**src/rtl/uart_rx_cfg_if.sv**
```systemverilog
// Receive-side valid/ready stream carrying {frame_err, parity_err, data[7:0]}.
// master = receiver, slave = consumer (register block / DMA).
interface uart_rx_cfg_if;
  logic       o_Rx_Valid;
  logic [9:0] o_Rx_Data;
  logic       i_Rx_Ready;

  modport master (output o_Rx_Valid, output o_Rx_Data, input  i_Rx_Ready);
  modport slave  (input  o_Rx_Valid, input  o_Rx_Data, output i_Rx_Ready);
endinterface

```
**src/rtl/uart_rx_cfg.sv**
```systemverilog
// Runtime-configurable UART receiver (5-8 data bits, none/even/odd parity, 1/2 stop) with a receive FIFO.
// Optional UART_RX_MAJORITY_EN: 2-of-3 majority vote around every sample point.
module uart_rx_cfg #(
  parameter int FIFO_DEPTH = 4,
  parameter int CNT_W      = 16
) (
  input  logic             i_Clock,
  input  logic             rst_ni,
  input  logic             i_Rx_Serial,
  input  logic [CNT_W-1:0] i_Clks_Per_Bit,
  input  logic [1:0]       i_Data_Bits,
  input  logic [1:0]       i_Parity_Mode,
  input  logic             i_Two_Stop,
  input  logic             i_Clr_Overrun,
  output logic             o_Overrun,
  output logic             o_Busy,
  uart_rx_cfg_if.master    rx
);
  localparam int AW = $clog2(FIFO_DEPTH);
  localparam logic [CNT_W-1:0] ONE = {{(CNT_W-1){1'b0}}, 1'b1};

  typedef enum logic [2:0] {S_IDLE, S_START, S_DATA, S_PARITY, S_STOP, S_BREAK} state_t;

  state_t           state_q, state_d;
  logic [1:0]       sync_q;
  logic [CNT_W-1:0] cnt_q, cnt_d, cpb_q;
  logic [2:0]       bit_q, bit_d;
  logic             stop_q, stop_d, perr_q, perr_d;
  logic [7:0]       shift_q, shift_d;
  logic [1:0]       nbits_q, pmode_q;
  logic             two_q, cfg_ld;
  logic             line, smp, at_full, at_start, par_en, push;
  logic [9:0]       entry;
  logic [CNT_W-1:0] half, full;

  assign line   = sync_q[1];
  assign half   = (cpb_q - ONE) >> 1;
  assign full   = cpb_q - ONE;
  assign par_en = pmode_q[0] ^ pmode_q[1];

`ifdef UART_RX_MAJORITY_EN
  // Votes over line at count-1/count/count+1; the start point moves one clock later,
  // so every following sample point (counted from it) shifts by one as well.
  logic d1_q, d2_q;
  always_ff @(posedge i_Clock or negedge rst_ni)
    if (!rst_ni) begin
      d1_q <= 1'b1;
      d2_q <= 1'b1;
    end else begin
      d1_q <= line;
      d2_q <= d1_q;
    end
  assign smp      = (d2_q & d1_q) | (d2_q & line) | (d1_q & line);
  assign at_start = (cnt_q == half + ONE);
`else
  assign smp      = line;
  assign at_start = (cnt_q == half);
`endif
  assign at_full = (cnt_q == full);

  // State and datapath registers
  always_ff @(posedge i_Clock or negedge rst_ni)
    if (!rst_ni) begin
      sync_q  <= 2'b11;
      state_q <= S_IDLE;
      cnt_q   <= '0;
      bit_q   <= '0;
      stop_q  <= 1'b0;
      perr_q  <= 1'b0;
      shift_q <= '0;
      cpb_q   <= '0;
      nbits_q <= '0;
      pmode_q <= '0;
      two_q   <= 1'b0;
    end else begin
      sync_q  <= {sync_q[0], i_Rx_Serial};
      state_q <= state_d;
      cnt_q   <= cnt_d;
      bit_q   <= bit_d;
      stop_q  <= stop_d;
      perr_q  <= perr_d;
      shift_q <= shift_d;
      if (cfg_ld) begin
        cpb_q   <= i_Clks_Per_Bit;
        nbits_q <= i_Data_Bits;
        pmode_q <= i_Parity_Mode;
        two_q   <= i_Two_Stop;
      end
    end

  // Next state; the counter restarts at every sample point, so bit periods stay exactly cpb
  always_comb begin
    state_d = state_q;
    cnt_d   = cnt_q + ONE;
    bit_d   = bit_q;
    stop_d  = stop_q;
    perr_d  = perr_q;
    shift_d = shift_q;
    cfg_ld  = 1'b0;
    case (state_q)
      S_IDLE: begin
        cnt_d = '0;
        bit_d = '0;
        if (!line) begin
          state_d = S_START;
          cfg_ld  = 1'b1;
          shift_d = '0;
          perr_d  = 1'b0;
          stop_d  = 1'b0;
        end
      end
      S_START:
        if (at_start) begin
          cnt_d   = '0;
          state_d = smp ? S_IDLE : S_DATA;
        end
      S_DATA:
        if (at_full) begin
          cnt_d          = '0;
          shift_d[bit_q] = smp;
          if (bit_q == ({1'b0, nbits_q} + 3'd4)) begin
            bit_d   = '0;
            state_d = par_en ? S_PARITY : S_STOP;
          end else begin
            bit_d = bit_q + 3'd1;
          end
        end
      S_PARITY:
        if (at_full) begin
          cnt_d   = '0;
          perr_d  = ((^shift_q) ^ smp) != (pmode_q == 2'd2);
          state_d = S_STOP;
        end
      S_STOP:
        if (at_full) begin
          cnt_d = '0;
          if (!smp || !two_q || stop_q) state_d = line ? S_IDLE : S_BREAK;
          else                          stop_d  = 1'b1;
        end
      S_BREAK: begin
        cnt_d = '0;
        if (line) state_d = S_IDLE;
      end
      default: state_d = S_IDLE;
    endcase
  end

  // Outputs: a bad stop sample ends the frame at once and is folded into the pushed entry
  always_comb begin
    o_Busy = (state_q != S_IDLE);
    push   = (state_q == S_STOP) && at_full && (!smp || !two_q || stop_q);
    entry  = {!smp, perr_q, shift_q};
  end

  // Receive FIFO with an extra pointer bit for full/empty
  logic [9:0] mem_q [FIFO_DEPTH];
  logic [AW:0] wptr_q, rptr_q;
  logic empty, full_f, pop, wr, ovr_set;

  assign empty   = (wptr_q == rptr_q);
  assign full_f  = (wptr_q[AW] != rptr_q[AW]) && (wptr_q[AW-1:0] == rptr_q[AW-1:0]);
  assign pop     = !empty && rx.i_Rx_Ready;
  assign wr      = push && (!full_f || pop);
  assign ovr_set = push && full_f && !pop;

  assign rx.o_Rx_Valid = !empty;
  assign rx.o_Rx_Data  = mem_q[rptr_q[AW-1:0]];

  always_ff @(posedge i_Clock or negedge rst_ni)
    if (!rst_ni) begin
      wptr_q    <= '0;
      rptr_q    <= '0;
      o_Overrun <= 1'b0;
      for (int i = 0; i < FIFO_DEPTH; i++) mem_q[i] <= '0;
    end else begin
      if (wr) begin
        mem_q[wptr_q[AW-1:0]] <= entry;
        wptr_q                <= wptr_q + 1'b1;
      end
      if (pop) rptr_q <= rptr_q + 1'b1;
      if (ovr_set)            o_Overrun <= 1'b1;
      else if (i_Clr_Overrun) o_Overrun <= 1'b0;
    end
endmodule
```
**src/flat_wrapper.sv**
```systemverilog
// flat-port wrapper written by rule: the top's interface ports become plain ports
module uart_rx_cfg_flat 
#(
  parameter int FIFO_DEPTH = 4,
  parameter int CNT_W      = 16
)
  (i_Clock, rst_ni, i_Rx_Serial, i_Clks_Per_Bit, i_Data_Bits, i_Parity_Mode, i_Two_Stop, i_Clr_Overrun, o_Overrun, o_Busy, rx_o_Rx_Valid, rx_o_Rx_Data, rx_i_Rx_Ready);
  uart_rx_cfg_if rx_i ();
  input  logic i_Clock;
  input  logic rst_ni;
  input  logic i_Rx_Serial;
  input  logic [CNT_W-1:0] i_Clks_Per_Bit;
  input  logic [1:0] i_Data_Bits;
  input  logic [1:0] i_Parity_Mode;
  input  logic i_Two_Stop;
  input  logic i_Clr_Overrun;
  output logic o_Overrun;
  output logic o_Busy;
  output wire logic [$bits(rx_i.o_Rx_Valid)-1:0] rx_o_Rx_Valid;
  output wire logic [$bits(rx_i.o_Rx_Data)-1:0] rx_o_Rx_Data;
  input wire logic [$bits(rx_i.i_Rx_Ready)-1:0] rx_i_Rx_Ready;
  assign rx_o_Rx_Valid = rx_i.o_Rx_Valid;
  assign rx_o_Rx_Data = rx_i.o_Rx_Data;
  assign rx_i.i_Rx_Ready = rx_i_Rx_Ready;
  uart_rx_cfg #(.FIFO_DEPTH(FIFO_DEPTH), .CNT_W(CNT_W)) u_core (.i_Clock(i_Clock), .rst_ni(rst_ni), .i_Rx_Serial(i_Rx_Serial), .i_Clks_Per_Bit(i_Clks_Per_Bit), .i_Data_Bits(i_Data_Bits), .i_Parity_Mode(i_Parity_Mode), .i_Two_Stop(i_Two_Stop), .i_Clr_Overrun(i_Clr_Overrun), .o_Overrun(o_Overrun), .o_Busy(o_Busy), .rx(rx_i));
endmodule
```
**config.mk**
```make
export PLATFORM = sky130hd
export DESIGN_NAME = uart_rx_cfg_flat
export DESIGN_NICKNAME = d
export VERILOG_FILES = /design/src/rtl/uart_rx_cfg_if.sv /design/src/rtl/uart_rx_cfg.sv /design/src/flat_wrapper.sv
export SDC_FILE = /design/constraint.sdc
export NUM_CORES = 1
export LEC_CHECK = 0
export CORE_MARGIN = 2
export CORE_UTILIZATION = 28
export CTS_BUF_LIST = sky130_fd_sc_hd__clkbuf_2 sky130_fd_sc_hd__clkbuf_4 sky130_fd_sc_hd__clkbuf_8
export CTS_CLUSTER_DIAMETER = 100
export DETAILED_ROUTE_END_ITERATION = 10
export PLACE_DENSITY = 0.45
export SKIP_CTS_REPAIR_TIMING = 1
export SYNTH_ARGS = -nofsm -noshare
export SYNTH_HDL_FRONTEND = slang
export SYNTH_SLANG_ARGS = --single-unit
```
**constraint.sdc**
```tcl
create_clock -name i_Clock -period 6.2 [get_ports i_Clock]
set_input_delay 1.86 -clock i_Clock [delete_from_list [all_inputs] [get_ports i_Clock]]
set_output_delay 1.86 -clock i_Clock [all_outputs]
set_load 0.01 [all_outputs]
```
# After elaboration in Yosys (flattened, before gate mapping)
# Index checks and enable logic that the tools add are counted.
# word_totals
register_bits	102
inputBits	26
out_inout_bits	13
word_cells	126
# op_classes
add_sub_neg	6
n_lt_le_gt_ge	5
n_eq_ne	22
n_mux	40
bitwise	4
reduce_logical	31
# ops
op	count
16-bit one-hot mux with 3 select lines	1
40-bit bitwise mux	1
3-bit 2-to-1 mux	12
16-bit 2-to-1 mux	2
10-bit 2-to-1 mux	3
10-bit binary-select mux with 2-bit select	1
10-bit demux with 2-bit select	1
3-bit one-hot mux with 6 select lines	1
16-bit by 1-bit adder with 16-bit output, second input constant	1
16-bit by 15-bit == test with 1-bit output	1
16-bit == test	1
8-bit 2-to-1 mux	2
8-bit one-hot mux with 2 select lines	1
16-bit by 1-bit subtractor with 16-bit output, second input constant	1
2-bit by 1-bit inequality test with 1-bit output, second input constant	7
3-bit by 1-bit adder with 3-bit output, second input constant	3
1-bit logical AND	9
1-bit 2-to-1 mux	9
8-bit bitwise mux	1
8-bit AND reduction	1
2-bit nonzero test	4
8-bit XOR reduction	1
3-bit by 2-bit == test with 1-bit output, second input constant	2
3-bit == test	2
26 further kinds	40

# Longest topological paths before layout
# Gate-level depths: netlist of run 1.
# depth
word_depth	7
mapped_depth	13
ltp_nobuf	10

# Worst setup path before layout of run 1
# Ideal clock, no wire load.
# synth_path
kind	reg-to-reg
startpoint	register u_core.cpb_q[0]
endpoint	register u_core.mem_q[1] (netlist bit)
setup_time_ps	125
arrival_time_ps	3597
slack_ps	2478
path_stages_with_launch	14
path_buffers	3
cell_sequence	dfrtp_1 > inv_1 > ha_1 > buf_2 > or4b_1 > buf_2 > nor2_4 > nor3_1 > or4_1 > or4_4 > nor3_4 > nand3_2 > buf_6 > mux2_4
# synth_between
elab_chain_len	5
# synth_rtl
item	line_no	text
from (decl)	uart_rx_cfg.sv:26	logic [CNT_W-1:0] cnt_q, cnt_d, cpb_q;
from (signal assigned)	uart_rx_cfg.sv:84	cpb_q <= i_Clks_Per_Bit;
16-bit by 1-bit subtractor with 16-bit output	uart_rx_cfg.sv:38	assign full = cpb_q - ONE;
16-bit == test	uart_rx_cfg.sv:59	assign at_full = (cnt_q == full);
1-bit logical AND (2 in series)	uart_rx_cfg.sv:151	push = (state_q == S_STOP) && at_full && (!smp || !two_q || stop_q);
1-bit logical AND	uart_rx_cfg.sv:163	assign wr = push && (!full_f || pop);
to (signal, indexed assignment)	uart_rx_cfg.sv:177	mem_q[wptr_q[AW-1:0]] <= entry;
to (decl)	uart_rx_cfg.sv:156	logic [9:0] mem_q [FIFO_DEPTH];
# Every way passes these cells.
# A chain may end at the register's enable or synchronous reset.

# Worst setup path after layout of run 1
# layout_path
startpoint	register u_core.cpb_q[0]
endpoint	register u_core.mem_q[0] (netlist bit)
# The elaborated chain is that of the path after synthesis.

==> results of run 1 <==
[cells in the mapped netlist (5+ instances only)]
library cell and count:
nor4_1 11, dfrtp_1 100, mux2i_1 7, a31oi_1 5, nand2b_1 5, xor2_1 18
o21ai_0 23, ha_1 9, clkbuf_1 24, nor2b_1 16, mux2_2 30, nand4_1 5
xnor2_1 43, mux2_1 25, xnor3_1 5, nand2_1 19, mux4_2 10, nor2_1 32
buf_2 6, nand3_1 23, nor3_1 9, or4_1 5, or3_1 7, inv_1 21
and3_1 6, mux2_4 8
[final timing paths]
kind,slack (ns),end,cells past startpoint
max in group asynchronous,3.63,u_core.sync_q[1]$_DFF_PN1_,2
min in group asynchronous,1.56,u_core.mem_q[28]$_DFFE_PN0P_,1
worst min register to register,0.36,u_core.sync_q[1]$_DFF_PN1_,0
worst min-delay path,0.36,u_core.sync_q[1]$_DFF_PN1_,0
worst max register to register,1.82,u_core.mem_q[0]$_DFFE_PN0P_,10
worst max-delay path,1.82,u_core.mem_q[0]$_DFFE_PN0P_,10
[critical path: stages (launching register included)]
cell and delay, ns:
dfrtp_1 0.43, inv_1 0.09, ha_1 0.29, or4b_1 0.65, nor2_4 0.19, nor3_1 0.06, or4_1 0.52, or4_4 0.60
nor3_4 0.51, nand3_2 0.47, mux2_1 0.45
[flip-flops by register name, summed over array words and instances (netlist names)]
name	flops
u_core.o_Overrun	1
u_core.sync_q	2
u_core.cpb_q	16
u_core.state_q	3
u_core.cnt_q	16
u_core.rptr_q	3
u_core.wptr_q	3
u_core.stop_q	1
u_core.pmode_q	2
u_core.bit_q	3
u_core.mem_q	40
u_core.shift_q	8
u_core.two_q	1
u_core.nbits_q	2
u_core.perr_q	1
[power breakdown]
| group | switching (W) | internal (W) |
|---|---|---|
| clock | 0.000282 | 0.000164 |
| combinational | 0.000429 | 0.000415 |
| sequential | 0.000241 | 0.000761 |
| total | 0.000951 | 0.00134 |
[logic make-up after synthesis]
group                    Yosys count
adder cells (fa/ha/maj)            9
AO/OA/AOI/OAI                     60
AND/OR/NAND/NOR                  169
multiplexers                      80
flip-flops                       102
buffers and inverters             55
XOR/XNOR                          66
[per-stage QoR]
| step | utilization, % | instances | area [um^2] | setup WS, ns | power (W) |
|---|---|---|---|---|---|
| finish | 32.4 | 840 | 6800 | 1.82 | 0.00229 |
| global route | 32.4 | 840 | 6800 | 1.52 | 0.00247 |
| floorplan | - | 541 | 5980 | 2.48 | 0.00162 |
| global placement | 31.4 | 824 | 6600 | 1.92 | 0.00184 |
| CTS | 32.4 | 840 | 6800 | 1.78 | 0.00232 |
| detailed placement | 31.4 | 824 | 6600 | 1.80 | 0.00186 |
[layout make-up]
cell class	instances	share of cell area (%)
Sequential cell	102	37.6
Tap cell	275	5.06
Inverter	21	1.16
Clock inverter	7	1.23
Timing Repair Buffer	42	6.00
Clock buffer	9	1.82
Multi-Input combinational cell	384	47.2
[layer usage]
metal	part of all wire, %	routed length, um	vias up	GRT usage (%)
met2	47	6540	71	20.7
li1	-	-	1968	-
met5	0	0	-	0
met3	2.9	408	18	2.58
met1	48	6680	2016	18.2
met4	1.9	263	0	4.72
==> run summary, run 1 <==
Detail Route Antenna Nets - 0
Synth Area in XOR/XNOR - 10.8%
post-synthesis cell count - 541
worst-skew pair later-pin latency - 0.40 ns
multiplexer share of the synthesized area - 17.3%
crit path DAT - 4.67 ns
DR WL/cell - 16.5 um
Setup CP Type - reg2reg
Avg Inst Size Synth - 11.1 um^2
Final min period - 4.38 ns
worst vdd ir - 0.180 mV
max_cap viols - 0
I/O pins - 39
clock-pin slew on the worst setup and hold paths - 0.12 ns
worst setup path start - u_core.cpb_q[0]$_DFFE_PN0P_
Synth top area share - 41.8%
Initial DRT Pass Iterations - 4
PwrDens - 337 nW/um^2
Die Ht - 150 um
diodes inserted - 0
DIE AREA - 22,600 um^2
CTS tree - done
Num Clock Sinks - 102
cts bufs inserted - 9
Avg Vias per Cell - 4.85
Iteration-0 DRC Markers - 260
vias in the first global route - 4,077
WP data required - 6.48 ns
pin slew with the least headroom to its limit - 0.868 ns
RR Startpoint - u_core.cpb_q[0]$_DFFE_PN0P_
layout cells sized above 1 - 15.8%
largest net degree at the start of global routing - 66
starting density of the core - 28.5%
drt total wl - 13,900 um
Final Cycle Share - 70.7%
area leader, netlist - dfrtp_1
grt ovf - 0
setup_tns - 0 ns
#FFs+latches synth - 102
hold_ws - 0.363 ns
Synth area leaders - dfrtp_1 (42%), xnor2_1 (6.3%), mux2_2 (5.6%)
Die X - 150 um
routability cong. - 0.840
total vias in the final route - 4,073
Post-Synth Adder-Cell Area - 1.88%
DRC viols - 0
Root Buffer - clkbuf_8
Mapped Nets - 576
htree depth - 3
Final Slew Violations - 0
fill cell count - 2,119
global-route wire length before repair - 22,700 um
Final HPWL DP - 10,100 um
CP Max Fanout - 11
fmax - 0.228 GHz
commonest cells after routing, fill and taps aside - dfrtp_1 (100), xnor2_1 (43), clkdlybuf4s50_1 (37), nor2_1 (32), mux2_2 (30)
Reg area - 2550 um^2
area growth from synthesis to layout - 13.7%
min-delay worst type - reg2reg
largest family of logic cells by synthesized area - multiplexers
initial antenna violation count - 0
Total Routing Usage GR - 13.2%
# setup viols final - 0
Synth Area in Compound Gates - 6.65%
most used flip-flop cell after synthesis - dfrtp_1
commonest non-fill, non-tap cell in the layout - dfrtp_1
# rows - 53
Worst setup EP type - flip-flop
Setup crit start kind - flip-flop
Synth cell types - 61
Synth Area in Simple Gates - 16.9%
Post-synth EDFFs - 0
Final Hold Fails - 0
Pleak - 2.89 nW
clk buf depth - 2
Worst slew margin - 42.1%
Core Footprint - 21,000 um^2
mapped cell area - 5980 um^2
Yosys warnings - 0
port bufs - 38
register area share after synthesis - 42.7%
outcome - finished, final reports clean
hold_sp - u_core.sync_q[0]$_DFF_PN1_
RSZ-0062 raised after global routing - no
Worst Skew - 0.0223 ns
FFs w/ async S/R, synth - 100%
area of the multi-input gates - 3210 um^2
fin nets - 595
Power figures use the tool's default switching activity.
==> inputs of run 2 (changes only) <==
Settings changed: PLACE_DENSITY 0.45 to 0.46.
Clock period 6.2 ns to 3.6 ns, I/O delays scaled along.
==> run summary, run 2 (synthesized netlist as in run 1, its figures left out) <==
diodes inserted - 0 (unchanged)
worst vdd ir - 0.287 mV (was 0.180 mV)
worst path cell trace - inv_2, ha_4, or4b_4, buf_6, buf_4, o21ai_0, a21o_1, nand3_1, or4_4, nor3_4, buf_6, nand3_4, buf_4, mux2_1 (was inv_1, ha_1, or4b_1, nor2_4, nor3_1, or4_1, or4_4, nor3_4, nand3_2, mux2_1)
CP delay by family, top - simple AND/OR/NAND/NOR gates (unchanged)
DRC viols - 0 (unchanged)
DIE AREA - 22,600 um^2 (unchanged)
starting density of the core - 28.5% (unchanged)
crit path DAT - 3.90 ns (was 4.67 ns)
Setup crit start kind - flip-flop (unchanged)
CP Max Fanout - 4 (was 11)
min-delay worst type - reg2reg (unchanged)
I/O pins - 39 (unchanged)
RSZ-0062 raised after global routing - yes (was no)
outcome - complete, but fails checks (was finished, final reports clean)
clock-pin slew on the worst setup and hold paths - 0.11 ns (was 0.12 ns)
Die X - 150 um (unchanged)
Worst setup EP type - flip-flop (unchanged)
fmax - 0.277 GHz (was 0.228 GHz)
largest registers - u_core.mem_q x40, u_core.cnt_q x16, u_core.cpb_q x16 (unchanged)
cells on worst reg2reg path - 14 (was 10)
Crit path depth - 14 (was 10)
# rows - 53 (unchanged)
grt ovf - 0 (unchanged)
Final Slew Violations - 0 (unchanged)
cts bufs inserted - 9 (unchanged)
failing checks - negative setup slack
Iteration-0 DRC Markers - 198 (was 260)
clk buf depth - 2 (unchanged)
Total Routing Usage GR - 13.7% (was 13.2%)
Critical Path Max Stage Delay - 0.54 ns (was 0.65 ns)
area of the multi-input gates - 3360 um^2 (was 3210 um^2)
hold_sp - u_core.sync_q[0]$_DFF_PN1_ (unchanged)
slowest stage cell, crit path - or4_4 (was or4b_1)
fill cell count - 2,083 (was 2,119)
vias in the first global route - 4,556 (was 4,077)
Reg area - 2560 um^2 (was 2550 um^2)
PwrDens - 582 nW/um^2 (was 337 nW/um^2)
setup_tns - -0.0190 ns (was 0 ns)
CTS tree - done (unchanged)
Final Hold Fails - 0 (unchanged)
WP data required - 3.88 ns (was 6.48 ns)
Die Ht - 150 um (unchanged)
r2r setup slk - -0.01 ns (was 1.82 ns)
Core Footprint - 21,000 um^2 (unchanged)
Detail Route Antenna Nets - 0 (unchanged)
Initial DRT Pass Iterations - 4 (unchanged)
DR WL/cell - 16.8 um (was 16.5 um)
worst-skew pair later-pin latency - 0.39 ns (was 0.40 ns)
max_cap viols - 0 (unchanged)
max FFs per register - 40 (unchanged)
Worst Skew - 0.0127 ns (was 0.0223 ns)
Crit Reg-Reg Endpoint - u_core.mem_q[20]$_DFFE_PN0P_ (was u_core.mem_q[0]$_DFFE_PN0P_)
htree depth - 3 (unchanged)
# setup viols final - 2 (was 0)
WHS Endpoint - u_core.sync_q[1]$_DFF_PN1_ (unchanged)
commonest non-fill, non-tap cell in the layout - dfrtp_1 (unchanged)
initial antenna violation count - 0 (unchanged)
Buf+Inv Stages, Crit Path - 5 (was 1)
layout cells sized above 1 - 26.7% (was 15.8%)
most flop-heavy register - u_core.mem_q (unchanged)
Avg Vias per Cell - 4.87 (was 4.85)
global-route wire length before repair - 23,900 um (was 22,700 um)
Final HPWL DP - 10,800 um (was 10,100 um)
final core utilization - 35.0% (was 32.4%)
drt total wl - 14,900 um (was 13,900 um)
Root Buffer - clkbuf_8 (unchanged)
post-route setup slack - -0.0120 ns (was 1.82 ns)
Final min period - 3.61 ns (was 4.38 ns)
Worst slew margin - 49.1% (was 42.1%)
pin slew with the least headroom to its limit - 0.756 ns (was 0.868 ns)
RR Startpoint - u_core.cpb_q[1]$_DFFE_PN0P_ (was u_core.cpb_q[0]$_DFFE_PN0P_)
commonest cells after routing, fill and taps aside - dfrtp_1 (99), buf_4 (45), xnor2_1 (42), clkdlybuf4s50_1 (37), nor2_1 (31) (was dfrtp_1 (100), xnor2_1 (43), clkdlybuf4s50_1 (37), nor2_1 (32), mux2_2 (30))
port bufs - 38 (unchanged)
largest net degree at the start of global routing - 58 (was 66)
area growth from synthesis to layout - 22.8% (was 13.7%)
Setup CP Type - reg2reg (unchanged)
hold path depth - 0 (unchanged)
routability cong. - 0.848 (was 0.840)
fin nets - 641 (was 595)
dpl cells - 858 (was 824)
Num Clock Sinks - 102 (unchanged)
Pleak - 3.18 nW (was 2.89 nW)
Final Cycle Share - 100% (was 70.7%)
Layout Cells excl Fill - 886 (was 840)
Place WS - -0.0246 ns (was 1.80 ns)
total vias in the final route - 4,312 (was 4,073)
run 2: metal layers:
metal	share of wire, %	global-route usage, %	vias to the layer above
met5	0	0	-
met4	1.4	3.54	0
met3	3.1	3.39	13
met2	51	23.8	55
met1	45	16.9	2177
li1	-	-	2067
run 2: final cells by class:
type / instances / area share (%)
well taps: 275 / 4.68
clock inverters: 7 / 1.36
clock buffers: 9 / 1.69
repair buffers: 87 / 10.6
multi-input cells: 385 / 45.8
flip-flops and latches: 102 / 34.8
inverters: 21 / 1.07
run 2: report_power, final:
| group | internal (W) | total (W) | switching, W |
|---|---|---|---|
| Clock | 0.000344 | 0.000815 | 0.000471 |
| Sequential | 0.00131 | 0.00158 | 0.000267 |
| Combinational | 0.000906 | 0.00188 | 0.000975 |
run 2: how the worst max path moves through the flow:
stage | from | to | slack (ns)
final | u_core.cpb_q[1]$_DFFE_PN0P_ | u_core.mem_q[20]$_DFFE_PN0P_ | -0.01
after global routing | u_core.cpb_q[1]$_DFFE_PN0P_ | u_core.mem_q[20]$_DFFE_PN0P_ | -0.13
after CTS | u_core.cpb_q[1]$_DFFE_PN0P_ | u_core.shift_q[6]$_DFFE_PN0P_ | -0.06
after detailed placement | u_core.cpb_q[1]$_DFFE_PN0P_ | u_core.shift_q[6]$_DFFE_PN0P_ | -0.02
after global placement | u_core.cpb_q[5]$_DFFE_PN0P_ | u_core.shift_q[6]$_DFFE_PN0P_ | -0.05
after floorplan | u_core.cpb_q[0]$_DFFE_PN0P_ | u_core.mem_q[1]$_DFFE_PN0P_ | -0.04
run 2: worst reg2reg max path: stages (launching register included):
cell	delay, ns
dfrtp_1	0.42
inv_2	0.09
ha_4	0.13
or4b_4	0.48
buf_6	0.15
buf_4	0.13
o21ai_0	0.25
a21o_1	0.16
nand3_1	0.13
or4_4	0.54
nor3_4	0.29
buf_6	0.18
nand3_4	0.10
buf_4	0.16
mux2_1	0.31
run 2: metrics by stage:
step	hold slack, ns	total power, W	cell area, um^2
finish	0.364	0.00428	7350
global route	0.368	0.00462	7350
CTS	0.366	0.00422	7090
detailed placement	0.349	0.00338	6870
global placement	0.350	0.00336	6870
floorplan	0.345	0.00279	6000
